$ cat src/rtl/fb_bunch_sequencer.sv
// Bunch-by-bunch feedback store sequencer: store window, bunch strobes, charge coefficients.
// Optional overflow tracking compiled in with FB_SEQ_OFLOW_TRACK_EN.
module fb_bunch_sequencer (
   input  logic               clk,
   input  logic               rst,
   input  logic               trig,
   input  logic [1:0]         n_bunch,
   input  logic [7:0]         bunch_spacing,
   input  logic [11:0]        store_len,
   input  logic               fb_en_in,
   input  logic signed [20:0] charge_k0,
   input  logic signed [20:0] charge_k1,
   input  logic signed [20:0] charge_k2,
   input  logic               dsp_oflow,
   output logic               store_strb,
   output logic               bunch_strb,
   output logic               delay_en,
   output logic               fb_en,
   output logic signed [20:0] charge_out,
   output logic               busy,
   output logic               done,
   output logic [2:0]         oflow_flags
);

   typedef enum logic [1:0] {
      IDLE,
      STORE,
      CLEAR,
      DONE
   } state_t;

   state_t             state_q;
   logic [1:0]         n_q;
   logic [7:0]         s_q;
   logic [12:0]        len_q;
   logic [12:0]        last_q;
   logic               fb_q;
   logic signed [20:0] k0_q;
   logic signed [20:0] k1_q;
   logic signed [20:0] k2_q;
   logic [12:0]        t_q;
   logic [12:0]        bt_q;
   logic [1:0]         bc_q;
   logic               clr_q;

   logic               store_q;
   logic               bstrb_q;
   logic               dly_q;
   logic               fben_q;
   logic signed [20:0] chg_q;
   logic               busy_q;
   logic               done_q;

   logic [1:0]         n_eff;
   logic [7:0]         s_eff;
   logic [12:0]        tail;
   logic [12:0]        last_eff;
   logic [12:0]        span;
   logic [12:0]        len_eff;
   logic [12:0]        t_d;
   logic               strb_hit;
   logic               chg_hit;
   logic signed [20:0] chg_sel;

   // Effective configuration derived from the live inputs at capture time.
   always_comb begin
      n_eff = (n_bunch == 2'd0) ? 2'd1 : n_bunch;
      s_eff = (bunch_spacing < 8'd8) ? 8'd8 : bunch_spacing;
      unique case (n_eff)
         2'd2:    tail = {5'd0, s_eff};
         2'd3:    tail = {4'd0, s_eff, 1'b0};
         default: tail = 13'd0;
      endcase
      last_eff = 13'd4 + tail;
      span     = last_eff + 13'd16;
      len_eff  = ({1'b0, store_len} > span) ? {1'b0, store_len} : span;
   end

   // Strobe fires when the next t reaches bt_q; the coefficient loads one cycle earlier.
   always_comb begin
      t_d      = t_q + 13'd1;
      strb_hit = (t_d == bt_q) && (bc_q < n_q);
      chg_hit  = ((t_d + 13'd1) == bt_q) && (bc_q < n_q);
      unique case (bc_q)
         2'd0:    chg_sel = k0_q;
         2'd1:    chg_sel = k1_q;
         default: chg_sel = k2_q;
      endcase
   end

   always_ff @(posedge clk) begin
      if (rst) begin
         state_q <= IDLE;
         n_q     <= 2'd0;
         s_q     <= 8'd0;
         len_q   <= 13'd0;
         last_q  <= 13'd0;
         fb_q    <= 1'b0;
         k0_q    <= '0;
         k1_q    <= '0;
         k2_q    <= '0;
         t_q     <= 13'd0;
         bt_q    <= 13'd0;
         bc_q    <= 2'd0;
         clr_q   <= 1'b0;
         store_q <= 1'b0;
         bstrb_q <= 1'b0;
         dly_q   <= 1'b0;
         fben_q  <= 1'b0;
         chg_q   <= '0;
         busy_q  <= 1'b0;
         done_q  <= 1'b0;
      end else begin
         unique case (state_q)
            IDLE: begin
               bstrb_q <= 1'b0;
               done_q  <= 1'b0;
               if (trig) begin
                  state_q <= STORE;
                  n_q     <= n_eff;
                  s_q     <= s_eff;
                  len_q   <= len_eff;
                  last_q  <= last_eff;
                  fb_q    <= fb_en_in;
                  k0_q    <= charge_k0;
                  k1_q    <= charge_k1;
                  k2_q    <= charge_k2;
                  t_q     <= 13'd0;
                  bt_q    <= 13'd4;
                  bc_q    <= 2'd0;
                  store_q <= 1'b1;
                  dly_q   <= (n_eff != 2'd1);
                  fben_q  <= fb_en_in;
                  busy_q  <= 1'b1;
               end
            end
            STORE: begin
               if (t_q == len_q - 13'd1) begin
                  state_q <= CLEAR;
                  clr_q   <= 1'b0;
                  store_q <= 1'b0;
                  bstrb_q <= 1'b0;
                  dly_q   <= 1'b0;
               end else begin
                  t_q     <= t_d;
                  bstrb_q <= strb_hit;
                  if (strb_hit) begin
                     bt_q <= bt_q + {5'd0, s_q};
                     bc_q <= bc_q + 2'd1;
                  end
                  if (chg_hit) begin
                     chg_q <= chg_sel;
                  end
                  // Last bunch starts at last_q and never forwards its result.
                  dly_q <= (n_q != 2'd1) && (t_d < last_q);
               end
            end
            CLEAR: begin
               clr_q <= 1'b1;
               if (clr_q) begin
                  state_q <= DONE;
                  done_q  <= 1'b1;
                  fben_q  <= 1'b0;
               end
            end
            DONE: begin
               state_q <= IDLE;
               done_q  <= 1'b0;
               busy_q  <= 1'b0;
            end
            default: begin
               state_q <= IDLE;
            end
         endcase
      end
   end

   assign store_strb = store_q;
   assign bunch_strb = bstrb_q;
   assign delay_en   = dly_q;
   assign fb_en      = fben_q;
   assign charge_out = chg_q;
   assign busy       = busy_q;
   assign done       = done_q;

`ifdef FB_SEQ_OFLOW_TRACK_EN
   logic [2:0]  flags_q;
   logic [2:0]  win;
   logic [12:0] w0;
   logic [12:0] w1;
   logic [12:0] w2;

   // Window for bunch k spans strobe time +3 .. +6.
   always_comb begin
      w0     = 13'd7;
      w1     = 13'd7 + {5'd0, s_q};
      w2     = 13'd7 + {4'd0, s_q, 1'b0};
      win[0] = (t_q >= w0) && (t_q <= w0 + 13'd3);
      win[1] = (n_q >= 2'd2) && (t_q >= w1) && (t_q <= w1 + 13'd3);
      win[2] = (n_q == 2'd3) && (t_q >= w2) && (t_q <= w2 + 13'd3);
   end

   always_ff @(posedge clk) begin
      if (rst) begin
         flags_q <= 3'b000;
      end else if ((state_q == IDLE) && trig) begin
         flags_q <= 3'b000;
      end else if ((state_q == STORE) && dsp_oflow) begin
         flags_q <= flags_q | win;
      end
   end

   assign oflow_flags = flags_q;
`else
   logic unused_oflow;
   assign unused_oflow = dsp_oflow;
   assign oflow_flags  = 3'b000;
`endif

endmodule

$ cat config.mk
export PLATFORM = sky130hd
export DESIGN_NAME = fb_bunch_sequencer
export DESIGN_NICKNAME = d
export VERILOG_FILES = /design/src/rtl/fb_bunch_sequencer.sv
export SDC_FILE = /design/constraint.sdc
export NUM_CORES = 1
export LEC_CHECK = 0
export CAP_MARGIN = 15
export CORE_MARGIN = 10
export CORE_UTILIZATION = 51
export DETAILED_ROUTE_END_ITERATION = 8
export MAX_ROUTING_LAYER = met4
export PLACE_DENSITY_LB_ADDON = 0.1
export SLEW_MARGIN = 25
export SYNTH_ARGS = -nofsm -noshare
export SYNTH_HDL_FRONTEND = slang
export SYNTH_SLANG_ARGS = --single-unit
export TNS_END_PERCENT = 30
$ cat constraint.sdc
create_clock -name clk -period 4.44 [get_ports clk]
set_clock_uncertainty 0.05 [all_clocks]
set_input_delay 0.444 -clock clk [delete_from_list [all_inputs] [get_ports clk]]
set_output_delay 0.444 -clock clk [all_outputs]
set_load 0.01 [all_outputs]
==> run metrics <==
outcome=completed; routed len/inst=around 16 um; Port Buffers=115; total core area=approximately 17000 um2; post-DP HPWL=~16000 um; simple-gate area share of the yosys netlist=0.2473; Worst Hold Class=flop to flop; CTS tree=done; R2R depth=12; hold-critical path depth=2; commonest non-fill, non-tap cell in the layout=nand2_1; headroom to the max-slew limit=0.3145; post-synthesis xor/xnor area fraction=0.06435; vias in the first global route=7731; Setup Crit Path Kind=input port to flop; Final period util=0.9462; Fin. Hold Viols=0; starting density of the core=0.5209; Worst Setup End Kind=flop; CTS Buf Count=17; post-synthesis compound-gate area fraction=0.2086; worst slew pin tran=1.028 ns; DIE WIDTH=153.1 um; antenna viol nets, final=0; Starting DRT DRC Count=roughly 370; cell leakage power=roughly 4.2 nW; setup TNS=0 ns; total die area=between 20000 and 25000 um2; placed insts=between 1000 and 1500; R2R setup slack=a little under 0.8 ns; max-cap viol count=0; Seq cells post-synth=about 150; GRT overflow=0; top_reg_cell synth=dfxtp_1; Post-synth ARST share=0; Max Slew Vio Count=0; H-tree levels=4; mean post-synth cell area=8.302 um2; post-synthesis sequential area ratio=0.3388; Syn Inst Count=1089; worst endpoint required time=~4.7 ns; Final Non-Filler Cells=around 1400; DR DRC count=0; Skew-Pair Late Insertion Delay=0.43 ns; min setup slack post-route=around 0.24 ns; Root Driver=clkbuf_16; DR vias/cell=between 5 and 6; largest net degree at the start of global routing=between 80 and 90; DR pass1 iterations=5; detailed-route via count=between 7000 and 8000; largest family of logic cells by synthesized area=simple AND/OR/NAND/NOR gates; FF-to-FF Start=t_q[1]; Core Rows=48; fin nets=1313; data arrival time of the critical path=between 4 and 5 ns; Mapped Area=about 9000 um2; hold_buf cts=0; Global Route Usage Sum=0.2014; Diodes inserted=0; share of layout cells above drive strength 1=0.1304; Die H=about 150 um; RR Endpoint=charge_out[16]; Sink Count=153; most frequent cells in the layout=nand2_1, dfxtp_1, clkdlybuf4s50_1; peak supply drop=287.7 uV; post-route cell area=11010 um2; hold endpoint=k0_q[4]; Fmax=between 200 and 250 MHz; Post-Route WL=about 23000 um; Synth warnings=0; Placement Setup Slack=-0.2559 ns; I/O pin total=120; first-pass GRT wire length=slightly below 40000 um; EDFF count, synth=0; Setup violations, final=0; Post-DP Area=between 10000 and 15000 um2; post-synthesis adder-cell area fraction=0.05743; Worst-path clk slew=0.07 ns; mux share of post-synthesis cell area=0.02380; area grow syn2layout=21.77%; initial antenna violation count=0; crit-path max FO=7; Synth cell types=85; GP Congestion=0.8812; pwr/cell area=between 400 and 500 nW/um2; largest buffer count on any clock path=2; minimum clock period=4.201 ns; Design Power=a little under 5 mW; hold path start=k0_q[4]; critical path launch point type=input port
==> layout make-up <==
cell class	count	area, um2
clock buffers	17	425.4
repair buffers	151	1444
flip-flops and latches	153	3063
fillers	1568	6347
well taps	225	281.5
clock inverters	15	181.4
multi-input cells	822	5472
inverters	38	142.6
==> kinds of logic (layout without fill, tap and decap cells) <==
kind of cell	Yosys count	after routing
AND/OR/NAND/NOR	431	431
AO/OA/AOI/OAI	265	265
flip-flops	153	153
buffers and inverters	116	221
XOR/XNOR	60	60
adder cells (fa/ha/maj)	41	41
multiplexers	21	21
other	2	4
==> sequential cells by signal (all words and copies together), names as in the netlist, 2 cells and up <==
name	cells
state_q	2
len_q	12
k0_q	21
bc_q	2
s_q	8
charge_out	21
k1_q	21
bt_q	13
n_q	2
t_q	13
last_q	10
k2_q	21
==> cells in the mapped netlist (all sizes together) (8+ instances only) <==
cell type  instances  area, um2
nand2            194      728.2
clkbuf            51      193.9
buf               27      196.4
nand3             19      100.1
inv               38      142.6
mux2i             17      170.2
a21oi            114      578.1
nor2b             30      222.7
o21a               8      60.06
or3               10      62.56
nand4             12      81.33
o21ai             20      100.1
xor2              18      165.2
ha                39      488.0
nor3              39      310.3
a211oi            36      375.4
a22o              22      192.7
nor4               9      92.59
nand2b             8      50.05
dfxtp            153       3063
nor2              67      251.5
a21o               9      67.56
a311oi            10      93.84
xnor2             39      349.1
==> how the worst max path moves through the flow <==
stage / start / slack [ns] / end
finish: bunch_spacing[5] / 0.24 / len_q[1]
global route: bunch_spacing[5] / -0.007 / len_q[1]
CTS: bunch_spacing[4] / 0.18 / len_q[1]
detailed placement: bunch_spacing[4] / -0.26 / len_q[1]
global placement: bunch_spacing[4] / -0.19 / len_q[1]
floorplan: n_bunch[0] / 0.21 / len_q[0]
==> worst max-delay path, stage by stage <==
cell             delay, ns
clkdlybuf4s50_1       0.45
nor4_4                0.35
xnor2_1               0.10
o221a_2               0.25
ha_1                  0.20
xor2_1                0.18
or3_1                 0.42
xnor2_1               0.17
ha_1                  0.32
nand2_1               0.09
nor3_2                0.20
a21o_1                0.10
a31oi_1               0.04
maj3_2                0.30
a22o_1                0.30
buf_4                 0.18
mux2i_1               0.11
a211oi_1              0.26
==> metal layers <==
| layer | global-route usage | vias to the layer above | part of all wire |
|---|---|---|---|
| met4 | 0.05767 | 0 | 0.015 |
| met1 | 0.2447 | 3598 | 0.46 |
| met2 | 0.3272 | 143 | 0.48 |
| met3 | 0.04602 | 30 | 0.044 |
| met5 | - | - | 0 |
| li1 | - | 4002 | - |
==> what timing repair did <==
action | in CTS | in global routing
buffers inserted | 0 | 0
gates resized for setup | 0 | 2
setup endpoints to repair | 0 | 5
==> through the flow <==
step                hold WS, ns  utilization
CTS                      0.4055       0.6337
detailed placement       0.3961       0.5987
floorplan                0.3836            -
global placement         0.3924       0.5987
finish                   0.4042       0.6343
global route             0.4240       0.6343
==> report_power, final <==
group | total (mW) | leakage [nW] | switching [mW] | internal [mW]
Sequential | 1.76 | 1.25 | 0.171 | 1.59
Clock | 1.49 | 0.292 | 0.678 | 0.808
Combinational | 1.70 | 2.62 | 1.01 | 0.689
Total | 4.95 | 4.16 | 1.86 | 3.09
Note: power is estimated with default switching activity, not from simulation.
